==> src/rtl/jtag_pkg.sv <==
// Shared JTAG definitions: default opcodes, IR capture pattern and data-register select enum.
package jtag_pkg;

  localparam int unsigned IrWidthDefault = 4;

  localparam logic [7:0] OpExtestDefault = 8'h00;
  localparam logic [7:0] OpSampleDefault = 8'h01;
  localparam logic [7:0] OpIntestDefault = 8'h02;

  // IDCODE defaults to all-ones minus one so it never collides with BYPASS.
  function automatic logic [7:0] op_idcode_default(int unsigned width);
    return 8'((1 << width) - 2);
  endfunction

  // Fixed 2'b01 in the low bits, zero-extended; the caller truncates to IR_WIDTH.
  function automatic logic [7:0] ir_capture_pattern();
    return 8'b0000_0001;
  endfunction

  typedef enum logic [1:0] {
    TDR_BSR,
    TDR_BYPASS,
    TDR_IDCODE
  } tdr_sel_e;

endpackage

==> src/rtl/jtag_ir_decode.sv <==
// Combinational decode of the active JTAG instruction into data-register selects.
module jtag_ir_decode
  import jtag_pkg::*;
#(
  parameter int unsigned           IR_WIDTH  = IrWidthDefault,
  parameter logic [IR_WIDTH-1:0]   OP_EXTEST = IR_WIDTH'(OpExtestDefault),
  parameter logic [IR_WIDTH-1:0]   OP_SAMPLE = IR_WIDTH'(OpSampleDefault),
  parameter logic [IR_WIDTH-1:0]   OP_INTEST = IR_WIDTH'(OpIntestDefault),
  parameter logic [IR_WIDTH-1:0]   OP_IDCODE = IR_WIDTH'(op_idcode_default(IR_WIDTH))
) (
  input  logic [IR_WIDTH-1:0] instr_i,
  output logic                sel_o,
  output logic                idcode_sel_o,
  output logic                bsr_sel_o,
  output logic                test_mode_o,
  output logic                intest_o
);

  tdr_sel_e tdr_sel;

  // Priority chain resolves colliding opcodes; anything unmatched falls to BYPASS.
  always_comb begin
    tdr_sel     = TDR_BYPASS;
    test_mode_o = 1'b0;
    intest_o    = 1'b0;
    if (instr_i == OP_EXTEST) begin
      tdr_sel     = TDR_BSR;
      test_mode_o = 1'b1;
    end else if (instr_i == OP_SAMPLE) begin
      tdr_sel = TDR_BSR;
    end else if (instr_i == OP_INTEST) begin
      tdr_sel     = TDR_BSR;
      test_mode_o = 1'b1;
      intest_o    = 1'b1;
    end else if (instr_i == OP_IDCODE) begin
      tdr_sel = TDR_IDCODE;
    end
  end

  assign bsr_sel_o    = (tdr_sel == TDR_BSR);
  assign sel_o        = (tdr_sel == TDR_BYPASS);
  assign idcode_sel_o = (tdr_sel == TDR_IDCODE);

endmodule

==> src/rtl/jtag_instruction_register.sv <==
// JTAG instruction register: serial shift stage, parallel update stage and instruction decode.
module jtag_instruction_register
  import jtag_pkg::*;
#(
  parameter int unsigned           IR_WIDTH  = IrWidthDefault,
  parameter logic [IR_WIDTH-1:0]   OP_EXTEST = IR_WIDTH'(OpExtestDefault),
  parameter logic [IR_WIDTH-1:0]   OP_SAMPLE = IR_WIDTH'(OpSampleDefault),
  parameter logic [IR_WIDTH-1:0]   OP_INTEST = IR_WIDTH'(OpIntestDefault),
  parameter logic [IR_WIDTH-1:0]   OP_IDCODE = IR_WIDTH'(op_idcode_default(IR_WIDTH))
) (
  input  logic                tck,
  input  logic                trst_n,
  input  logic                tdi,
  input  logic                tlr,
  input  logic                capture_ir,
  input  logic                shift_ir,
  input  logic                update_ir,
  output logic                ir_tdo,
  output logic [IR_WIDTH-1:0] instruction,
  output logic                sel,
  output logic                idcode_sel,
  output logic                bsr_sel,
  output logic                test_mode,
  output logic                intest
);

  if (IR_WIDTH < 2 || IR_WIDTH > 8) begin : g_bad_width
    $error("IR_WIDTH must be in 2..8");
  end

  localparam logic [IR_WIDTH-1:0] CapturePattern = IR_WIDTH'(ir_capture_pattern());

  logic [IR_WIDTH-1:0] sr_q, sr_d;
  logic [IR_WIDTH-1:0] instr_q, instr_d;

  always_comb begin
    sr_d    = sr_q;
    instr_d = instr_q;
    if (tlr) begin
      sr_d    = OP_IDCODE;
      instr_d = OP_IDCODE;
    end else begin
      // Update samples the shift stage as it stood before this edge's capture/shift.
      if (update_ir) instr_d = sr_q;
      if (capture_ir) begin
        sr_d = CapturePattern;
      end else if (shift_ir) begin
        sr_d = {tdi, sr_q[IR_WIDTH-1:1]};
      end
    end
  end

  always_ff @(posedge tck or negedge trst_n) begin
    if (!trst_n) begin
      sr_q    <= OP_IDCODE;
      instr_q <= OP_IDCODE;
    end else begin
      sr_q    <= sr_d;
      instr_q <= instr_d;
    end
  end

  assign ir_tdo      = sr_q[0];
  assign instruction = instr_q;

  jtag_ir_decode #(
    .IR_WIDTH  (IR_WIDTH),
    .OP_EXTEST (OP_EXTEST),
    .OP_SAMPLE (OP_SAMPLE),
    .OP_INTEST (OP_INTEST),
    .OP_IDCODE (OP_IDCODE)
  ) u_decode (
    .instr_i      (instr_q),
    .sel_o        (sel),
    .idcode_sel_o (idcode_sel),
    .bsr_sel_o    (bsr_sel),
    .test_mode_o  (test_mode),
    .intest_o     (intest)
  );

endmodule

==> config.mk <==
export PLATFORM = sky130hd
export DESIGN_NAME = jtag_instruction_register
export DESIGN_NICKNAME = d
export VERILOG_FILES = /design/src/rtl/jtag_pkg.sv /design/src/rtl/jtag_ir_decode.sv /design/src/rtl/jtag_instruction_register.sv
export SDC_FILE = /design/constraint.sdc
export NUM_CORES = 1
export LEC_CHECK = 0
export ABC_AREA = 1
export BUFFER_PORTS_ARGS = -buffer_cell sky130_fd_sc_hd__buf_4
export CELL_PAD_IN_SITES_DETAIL_PLACEMENT = 1
export CELL_PAD_IN_SITES_GLOBAL_PLACEMENT = 1
export CORE_MARGIN = 4
export CORE_UTILIZATION = 33
export CTS_CLUSTER_DIAMETER = 120
export DETAILED_ROUTE_END_ITERATION = 6
export PLACE_DENSITY = 0.78
export RECOVER_POWER = 25
export REMOVE_ABC_BUFFERS = 1
export SYNTH_ARGS = -nofsm -noshare
export SYNTH_HDL_FRONTEND = slang
export SYNTH_SLANG_ARGS = --single-unit
export TNS_END_PERCENT = 50
==> constraint.sdc <==
create_clock -name tck -period 2 [get_ports tck]
set_input_delay 0.4 -clock tck [delete_from_list [all_inputs] [get_ports tck]]
set_output_delay 0.4 -clock tck [all_outputs]
set_load 0.005 [all_outputs]
==> flow_summary_export.csv, run 1 <==
group,metric,value,unit
run_status,status,"finished, final reports clean",
job,maxCapViolCount,0,
detailed_routing,wl,1.08,mm
floorplanning,die_y,44.1,um
place,io_buffers,16,
timing,fmaxAchievable,580,MHz
critical_path,cp.arrival,1320,ps
detailed_routing,num_vias,410,
global_routing,grt.total_usage,13.1,%
final_layout,n_antenna_cell,0,
critical_path,rr_endpoint,"instruction[1]$_DFFE_PN1P_",
final_layout,multi_input_area,176,um2
timing,tns,0,ps
place,gp_congestion,0.711,
power_and_ir_drop,p_leak,0.293,nW
floorplanning,rows,12,
detailed_routing,wl_per_cell,12.5,um
place,dp_hpwl,876,um
final_layout,area_growth,36.2,%
final_layout,layout.nets,81,
timing,fin_skew,3.95,ps
critical_path,start_kind,"flip-flop",
detailed_routing,drc,0,
critical_path,endpoint_kind,"output pin",
critical_path,r2r_start,"instruction[1]$_DFFE_PN1P_",
timing,maxSlewHeadroom,71.4,%
timing,worstMarginPinSlew,429,ps
critical_path,reg2regPathDepth,2,
critical_path,critPathMostFrequentCell,"nor2_1",
floorplanning,io_pins,17,
timing,rsz0062_at_grt,"false",
synth,syn-instance-count,53,
synth,synth_area_leader_cell,"dfstp_2",
critical_path,path_cells,"inv_1 > nor2_1 > nand2_1 > nand3_1 > nor2_1 > buf_4",
timing,period_share,86.2,%
synth,yosysUniqueCellTypes,14,
clock_network,postCtsSetupRepairBufs,0,
final_layout,drive_above_1_share,40.3,%
min_path,hold_path.startpoint,"update_ir",
clock_network,cts-buffers-inserted,3,
critical_path,crit_fanout,5,
critical_path,crit_required,1600,ps
power_and_ir_drop,power_density,680,mW/mm2
global_routing,grt_first_pass_wirelength,1.83,mm
critical_path,rrSetupSlack,1160,ps
final_layout,layout_commonest_cell,"buf_4",
timing,drv_slew,0,
detailed_routing,antenna_left,0,
final_layout,mostFrequentLayoutCells,"buf_4 (15), a21oi_1 (10), inv_1 (9), nor2_1 (9), dfstp_2 (6)",
clock_network,clockRootBuffer,"clkbuf_4",
floorplanning,start_util,36.6,%
synth,ys_seq_area_share,48.4,%
global_routing,grt_overflow,0,
min_path,holdPathStages,2,
clock_network,cts_resized,0,
synth,avgSynthCellArea,8.10,um2
clock_network,clkSinkCount,8,
global_routing,grt_max_degree,9,
global_routing,first_global_vias,430,
clock_network,cts_tree,"yes",
clock_network,clk_pin_slew,60,ps
final_layout,fillCellCount,154,
timing,hold_viol_final,0,
critical_path,slowest_delay,570,ps
synth,synth_area,429,um2
clock_network,htree_levels,1,
detailed_routing,first_pass_iters,2,
synth,ys_ff_latch,8,
min_path,hold_class,"primary input to flip-flop",
clock_network,clk_path_buf_depth,2,
floorplanning,coreArea,0.00117,mm2
min_path,worstHoldEndpoint,"instruction[2]$_DFFE_PN1P_",
critical_path,path_class,"flip-flop to output pin",
clock_network,clk_latency,250,ps
timing,setup_viol,0,
critical_path,cp_slowest_cell,"dfstp_2",
detailed_routing,vias_per_cell,4.77,
global_routing,grt_antenna_before_repair,0,
floorplanning,dieWidth,44.1,um
synth,synth_top_cell_area_share,36.7,%
final_layout,seq_area,208,um2
timing,period_needed,1720,ps
floorplanning,die-area,0.00194,mm2
detailed_routing,drt_iter0_drc,2,
synth,yosysWarnings,0,
power_and_ir_drop,p_total,397,uW
power_and_ir_drop,ir_drop,0.000333,V
synth,synthTopCellsByArea,"dfstp_2 (37%), a21oi_1 (12%), dfrtp_1 (12%)",
-- area by class of cell --
| class | count | share of cell area [%] |
|---|---|---|
| repair buffers | 17 | 21.6 |
| clock buffers | 3 | 3.85 |
| multi-input cells | 35 | 30.2 |
| well taps | 14 | 3.00 |
| flip-flops and latches | 8 | 35.5 |
| inverters | 9 | 5.78 |
-- what timing repair did --
action	4_1_cts	5_1_grt
hold endpoints to repair	2	0
hold buffers	1	0
endpoints found under the setup margin	0	0
-- flip-flops by register name, summed over array words and instances, names as in the netlist --
name and cells:
instruction 4, sr_q 4
-- cell families (layout without fill, tap and decap cells) --
kind of cell / count (synthesis) / in the layout / synth area share, %
simple gates: 20 / 20 / 21.0
buf+inv: 10 / 29 / 10.5
flops: 8 / 8 / 48.4
compound gates: 15 / 15 / 20.1
-- report_power, final --
group | internal (mW) | total (mW) | switching (mW)
sequential | 0.181 | 0.194 | 0.0126
clock | 0.0689 | 0.127 | 0.0581
combinational | 0.0389 | 0.0760 | 0.0371
total | 0.289 | 0.397 | 0.108
-- Yosys cell counts --
| master | instances |
|---|---|
| a21oi_1 | 10 |
| o21ai_0 | 2 |
| inv_1 | 9 |
| nor3_1 | 2 |
| dfrtp_1 | 2 |
| or2_4 | 1 |
| nand2_1 | 4 |
| nor2_2 | 1 |
| buf_6 | 1 |
| o21ai_2 | 3 |
| nand3_1 | 2 |
| nor2_1 | 9 |
| nand4_1 | 1 |
| dfstp_2 | 6 |
-- critical path: cells and delay by family, from the launching register on --
family / cells / cell delay [ps]
buffers and inverters: 2 / 210
DFF: 1 / 570
and+or+nand+nor: 4 / 290
-- worst max path at each step --
stage | from | endpoint | slack [ps] | depth (start not counted)
6_report | instruction[1]$_DFFE_PN1P_ | sel | 280 | 6
5_1_grt | instruction[1]$_DFFE_PN1P_ | sel | 150 | 6
4_1_cts | instruction[1]$_DFFE_PN1P_ | sel | 270 | 6
3_5_place_dp | instruction[1]$_DFFE_PN1P_ | sel | 550 | 6
3_3_place_gp | instruction[1]$_DFFE_PN1P_ | sel | 590 | 6
2_1_floorplan | instruction[1]$_DFFE_PN1P_ | sel | 730 | 5
-- routing by layer --
metal  share of wire (%)  vias up  GRT usage, %
met5                   0        -             0
li1                    -      210             -
met4                0.56        0          7.23
met1                  49      192          17.7
met2                  47        6          17.7
met3                 3.2        2          4.88
-- metrics by stage --
stage	setup WS, ps	util (%)	hold slack, ps	cells	instance area, um2
floorplan	727	-	104	52	418
global placement	588	47.4	222	82	556
detailed placement	552	47.4	224	82	556
CTS	275	50.2	313	86	588
global route	149	49.9	318	86	584
finish	275	49.9	320	86	584
(Power assumes the default switching activity.)
==> inputs of run 2 (changes only) <==
--- a/config.mk
+++ b/config.mk
@@ -13,6 +13,8 @@
 export CORE_UTILIZATION = 33
 export CTS_CLUSTER_DIAMETER = 120
 export DETAILED_ROUTE_END_ITERATION = 6
+export GPL_TIMING_DRIVEN = 0
+export MAX_ROUTING_LAYER = met4
 export PLACE_DENSITY = 0.78
 export RECOVER_POWER = 25
 export REMOVE_ABC_BUFFERS = 1
==> run 2 against run 1 <==
Compared with the run above: worst hold slack gained 0.63 ps; sequential power is essentially flat; global-route usage is essentially flat; register-to-register slack lost 20 ps; critical path type unchanged; total power grew 1.8%; clock power grew 6%; combinational power grew 0.5%; utilization grew 0.32 points; fmax shrank 1.3%.
==> flow_summary_export.csv, run 2 (synthesis results as in run 1) <==
group,metric,value,unit
timing,rsz0062_at_grt,"false",
detailed_routing,vias_per_cell,5.03,
timing,hold_viol_final,0,
floorplanning,io_pins,17,
timing,period_needed,1750,ps
place,dp_hpwl,835,um
detailed_routing,first_pass_iters,2,
place,placed_cell_area,556,um2
floorplanning,dieWidth,44.1,um
power_and_ir_drop,p_total,404,uW
final_layout,n_antenna_cell,0,
final_layout,layout_commonest_cell,"buf_4",
critical_path,crit_fanout,5,
global_routing,first_global_vias,428,
power_and_ir_drop,ir_drop,0.000457,V
floorplanning,start_util,36.6,%
clock_network,clkSinkCount,8,
detailed_routing,drc,0,
floorplanning,die-area,0.00194,mm2
global_routing,grt.total_usage,13.1,%
timing,drv_slew,0,
floorplanning,die_y,44.1,um
power_and_ir_drop,power_density,687,mW/mm2
final_layout,area_growth,37.0,%
timing,fmaxAchievable,572,MHz
detailed_routing,num_vias,438,
clock_network,clk_latency,260,ps
global_routing,grt_overflow,0,
detailed_routing,wl_per_cell,12.0,um
min_path,hold_class,"primary input to flip-flop",
final_layout,multi_input_area,176,um2
run_status,status,"finished, final reports clean",
critical_path,endpoint_kind,"output pin",
final_layout,mostFrequentLayoutCells,"buf_4 (15), a21oi_1 (10), inv_1 (9), nor2_1 (9), dfstp_2 (6)",
floorplanning,rows,12,
timing,fin_skew,10.6,ps
global_routing,grt_first_pass_wirelength,1.81,mm
timing,maxSlewHeadroom,71.4,%
final_layout,layout.nets,81,
timing,period_share,87.4,%
global_routing,grt_antenna_before_repair,0,
critical_path,cp.arrival,1350,ps
clock_network,cts_tree,"yes",
detailed_routing,wl,1.05,mm
clock_network,htree_levels,1,
final_layout,seq_area,208,um2
timing,tns,0,ps
floorplanning,coreArea,0.00117,mm2
critical_path,start_kind,"flip-flop",
global_routing,grt_max_degree,9,
final_layout,drive_above_1_share,39.7,%
detailed_routing,drt_iter0_drc,1,
critical_path,path_class,"flip-flop to output pin",
place,gp_congestion,0.701,
timing,worstMarginPinSlew,430,ps
clock_network,cts-buffers-inserted,3,
final_layout,final_util,50.2,%
clock_network,clk_pin_slew,60,ps
job,maxCapViolCount,0,
final_layout,postLayoutCellArea,588,um2
detailed_routing,antenna_left,0,
clock_network,clk_path_buf_depth,2,
clock_network,clockRootBuffer,"clkbuf_4",
power_and_ir_drop,p_leak,0.294,nW
critical_path,crit_required,1600,ps
place,io_buffers,16,
final_layout,fillCellCount,155,
timing,setup_viol,0,
run 2: cell count changes in the layout (fill, tap and decap cells not counted):
cell      previous run  this run
clkbuf_1             1         2
run 2: cell type report:
class | instances | share of cell area, %
Clock buffer | 4 | 4.47
Inverter | 9 | 5.74
Multi-Input combinational cell | 35 | 30.0
Sequential cell | 8 | 35.3
Tap cell | 14 | 2.98
Timing Repair Buffer | 17 | 21.5
run 2: per-layer routing:
layer / vias up / wire, um / part of all wire (%) / global-route usage [%]
met3: 2 / 58 / 5.6 / 7.32
met4: 0 / 7 / 0.67 / 1.81
met5: - / 0 / 0 / -
li1: 213 / - / - / -
met1: 214 / 464 / 44 / 15.7
met2: 9 / 515 / 49 / 19.8
run 2: power by group:
group          total [mW]  leakage, nW  internal (mW)  switching (mW)
Clock               0.134       0.0150         0.0765          0.0572
Sequential          0.194       0.0892          0.182          0.0125
Combinational      0.0764        0.190         0.0389          0.0375
run 2: repair_timing:
action,CTS,global route
hold endpoints to repair,2,0
buffers inserted,0,0
resized for setup,0,0
setup endpoints to repair,0,0
hold buffers,1,0
run 2: path summary, 6_finish.rpt:
kind / startpoint / end / slack [ps] / depth (start not counted)
max: instruction[1]$_DFFE_PN1P_ / sel / 250 / 6
min: update_ir / instruction[2]$_DFFE_PN1P_ / 320 / 2
max reg2reg: sr_q[3]$_DFFE_PN1P_ / sr_q[3]$_DFFE_PN1P_ / 1140 / 2
min reg2reg: instruction[3]$_DFFE_PN1P_ / instruction[3]$_DFFE_PN1P_ / 500 / 2
max in group asynchronous: trst_n / sr_q[1]$_DFFE_PN1P_ / 1060 / 2
min in group asynchronous: trst_n / sr_q[0]$_DFFE_PN0P_ / 600 / 2
run 2: critical path, cell delays in order, from the launching register on:
cell and delay [ps]:
dfstp_2 570, inv_1 80, nor2_1 90, nand2_1 70
nand3_1 90, nor2_1 40, buf_4 130
run 2: per-stage QoR:
stage               instances  hold WS, ps  worst slack, ps
finish                     87          321              252
global route               87          312              141
CTS                        87          315              225
detailed placement         82          223              509
global placement           82          221              538
floorplan                  52          104              727
==> inputs of run 3 (changes only) <==
--- a/config.mk
+++ b/config.mk
@@ -5,17 +5,17 @@
 export SDC_FILE = /design/constraint.sdc
 export NUM_CORES = 1
 export LEC_CHECK = 0
-export ABC_AREA = 1
+export ABC_AREA = 0
 export BUFFER_PORTS_ARGS = -buffer_cell sky130_fd_sc_hd__buf_4
 export CELL_PAD_IN_SITES_DETAIL_PLACEMENT = 1
 export CELL_PAD_IN_SITES_GLOBAL_PLACEMENT = 1
-export CORE_MARGIN = 4
-export CORE_UTILIZATION = 33
+export CORE_AREA = 4 4 41 43
 export CTS_CLUSTER_DIAMETER = 120
 export DETAILED_ROUTE_END_ITERATION = 6
+export DIE_AREA = 0 0 45 47
 export GPL_TIMING_DRIVEN = 0
 export MAX_ROUTING_LAYER = met4
-export PLACE_DENSITY = 0.78
+export PLACE_DENSITY = 0.69
 export RECOVER_POWER = 25
 export REMOVE_ABC_BUFFERS = 1
 export SYNTH_ARGS = -nofsm -noshare
==> run 3 against run 2 <==
Compared with the run above: utilization fell by 7.3 points; synthesized cell count is 36% lower; sequential cell count did not move; combinational power down 7.9%; count of clock-buffer cells in the layout unchanged; clock skew down 1.6 ps; setup slack improved by 120 ps; non-clock buffer count stayed put; routed wire length decreased by 9.3%.
==> flow_summary_export.csv, run 3 <==
group,metric,value,unit
clock_network,cts_tree,"yes",
critical_path,reg2regPathDepth,2,
synth,ys_seq_area_share,53.0,%
timing,fmaxAchievable,615,MHz
power_and_ir_drop,p_seq_share,48.7,%
global_routing,grt_first_pass_wirelength,1.44,mm
floorplanning,dieWidth,45,um
clock_network,clk_path_buf_depth,2,
synth,synth_area,392,um2
final_layout,layout_commonest_cell,"buf_4",
place,placed_cells,64,
final_layout,mostFrequentLayoutCells,"buf_4 (15), dfstp_2 (6), mux2i_1 (5)",
power_and_ir_drop,power_density,713,mW/mm2
place,io_buffers,16,
synth,synth_most_common_cell,"dfstp_2",
timing,hold_viol_final,0,
floorplanning,die_y,47,um
power_and_ir_drop,p_total,398,uW
detailed_routing,drt_iter0_drc,1,
critical_path,rrSetupSlack,1120,ps
clock_network,cts_resized,0,
synth,yosysWarnings,0,
synth,yosysUniqueCellTypes,17,
clock_network,clkSinkCount,8,
critical_path,start_kind,"flip-flop",
min_path,hold_class,"primary input to flip-flop",
synth,synth_area_leader_cell,"dfstp_2",
final_layout,layout.nets,62,
critical_path,cp.arrival,1230,ps
floorplanning,io_pins,17,
clock_network,cts_hold_buf,1,
power_and_ir_drop,power_switching,98.1,uW
detailed_routing,num_vias,330,
synth,async_reset_ff_share,100,%
timing,period_share,81.3,%
timing,setup_viol,0,
critical_path,rr_endpoint,"instruction[2]$_DFFE_PN1P_",
timing,rsz0062_at_grt,"false",
critical_path,crit_required,1600,ps
global_routing,grt_overflow,0,
timing,drv_slew,0,
timing,fin_skew,9.03,ps
floorplanning,coreArea,0.00130,mm2
synth,avgSynthCellArea,11.5,um2
critical_path,path_class,"flip-flop to output pin",
global_routing,first_global_vias,336,
synth,ys_ff_latch,8,
critical_path,cp-endpoint,"intest",
global_routing,grt_antenna_before_repair,0,
final_layout,fin_cells,69,
critical_path,r2r_start,"instruction[2]$_DFFE_PN1P_",
critical_path,startpoint,"instruction[1]$_DFFE_PN1P_",
final_layout,drive_above_1_share,44.4,%
timing,tns,0,ps
clock_network,clk_latency,260,ps
clock_network,postCtsSetupRepairBufs,0,
detailed_routing,antenna_left,0,
detailed_routing,first_pass_iters,3,
run_status,status,"finished, final reports clean",
clock_network,clockRootBuffer,"clkbuf_4",
timing,worstMarginPinSlew,430,ps
clock_network,cts-buffers-inserted,3,
global_routing,grt_max_degree,9,
detailed_routing,vias_per_cell,4.78,
critical_path,endpoint_kind,"output pin",
power_and_ir_drop,p_sw_share,24.7,%
timing,maxSlewHeadroom,71.3,%
synth,synthTopCellsByCount,"dfstp_2 (6), mux2i_1 (5), a211o_1 (3), nor2b_1 (3), o21bai_1 (3)",
floorplanning,rows,13,
synth,synth_top_cell_area_share,40.3,%
final_layout,area_growth,42.5,%
final_layout,final_util,42.9,%
power_and_ir_drop,p_comb_share,17.7,%
timing,period_needed,1630,ps
place,dp_hpwl,734,um
clock_network,htree_levels,1,
power_and_ir_drop,pwr-share-clk,33.6,%
detailed_routing,wl_per_cell,13.7,um
final_layout,n_antenna_cell,0,
floorplanning,start_util,30.1,%
timing,timing.hold.ws,318,ps
clock_network,clk_pin_slew,60,ps
synth,synthTopCellsByArea,"dfstp_2 (40%), dfrtp_1 (13%), mux2i_1 (13%)",
detailed_routing,drc,0,
synth,synth-edff-count,0,
power_and_ir_drop,intPower,300,uW
power_and_ir_drop,p_leak,0.264,nW
power_and_ir_drop,ir_drop,0.000398,V
floorplanning,die-area,0.00212,mm2
detailed_routing,wl,948,um
job,maxCapViolCount,0,
global_routing,grt.total_usage,10.4,%
synth,syn-instance-count,34,
place,gp_congestion,0.715,
synth,synth_flop_cell,"dfstp_2",
critical_path,crit_fanout,6,
[run 3: cell types whose count changed in the layout (fill, tap and decap cells not counted), sizes merged, moves of 3 or more]
cell,delta
o21bai,+3
o21ai,-4
a21oi,-9
a211o,+3
inv,-8
nand2,-3
nor2,-8
mux2i,+5
nor2b,+3
[run 3: worst min-delay path by stage]
stage,startpoint,cells after the start,slack [ps],end
6_report,capture_ir,2,320,sr_q[1]$_DFFE_PN1P_
3_3_place_gp,trst_n,1,220,instruction[0]$_DFFE_PN0P_
5_1_grt,capture_ir,2,300,sr_q[1]$_DFFE_PN1P_
2_1_floorplan,trst_n,0,100,instruction[0]$_DFFE_PN0P_
3_5_place_dp,trst_n,1,220,sr_q[0]$_DFFE_PN0P_
4_1_cts,capture_ir,2,320,sr_q[1]$_DFFE_PN1P_
[run 3: cell families after synthesis]
group / Yosys count / synth area share [%]
AO/OA/AOI/OAI: 8 / 15.0
AND/OR/NAND/NOR: 11 / 16.9
flip-flops: 8 / 53.0
buffers and inverters: 2 / 2.23
multiplexers: 5 / 12.8
[run 3: power by group through the flow]
stage          sequential, mW  clock [mW]  combinational (mW)
2_1_floorplan           0.193           0              0.0274
3_3_place_gp            0.194           0              0.0683
3_5_place_dp            0.196           0              0.0713
4_1_cts                 0.194       0.140              0.0732
5_1_grt                 0.197       0.153              0.0765
6_report                0.194       0.134              0.0704
[run 3: area by class of cell]
class | count | area [um2]
Tap cell | 15 | 18.8
Clock buffer | 4 | 26.3
Fill cell | 164 | 743
Timing Repair Buffer | 17 | 126
Inverter | 1 | 3.75
Multi-Input combinational cell | 24 | 175
Sequential cell | 8 | 208
[run 3: metrics by stage]
step                      instance area, um2  setup WS, ps
after floorplan                          387           775
after global placement                   526           672
after detailed placement                 526           658
after CTS                                562           362
after global routing                     558           239
final                                    558           374
[run 3: worst max-delay path, stage by stage (launching register included)]
cell	delay, ps
dfstp_2	570
nor4b_1	240
buf_4	160
[run 3: per-layer routing]
layer | vias to the layer above | GRT usage (%) | share of wire (%)
met5 | - | - | 0
met1 | 152 | 10.2 | 40
met2 | 15 | 16.4 | 50
li1 | 161 | - | -
met3 | 2 | 2.68 | 8.3
met4 | 0 | 10.5 | 2.0
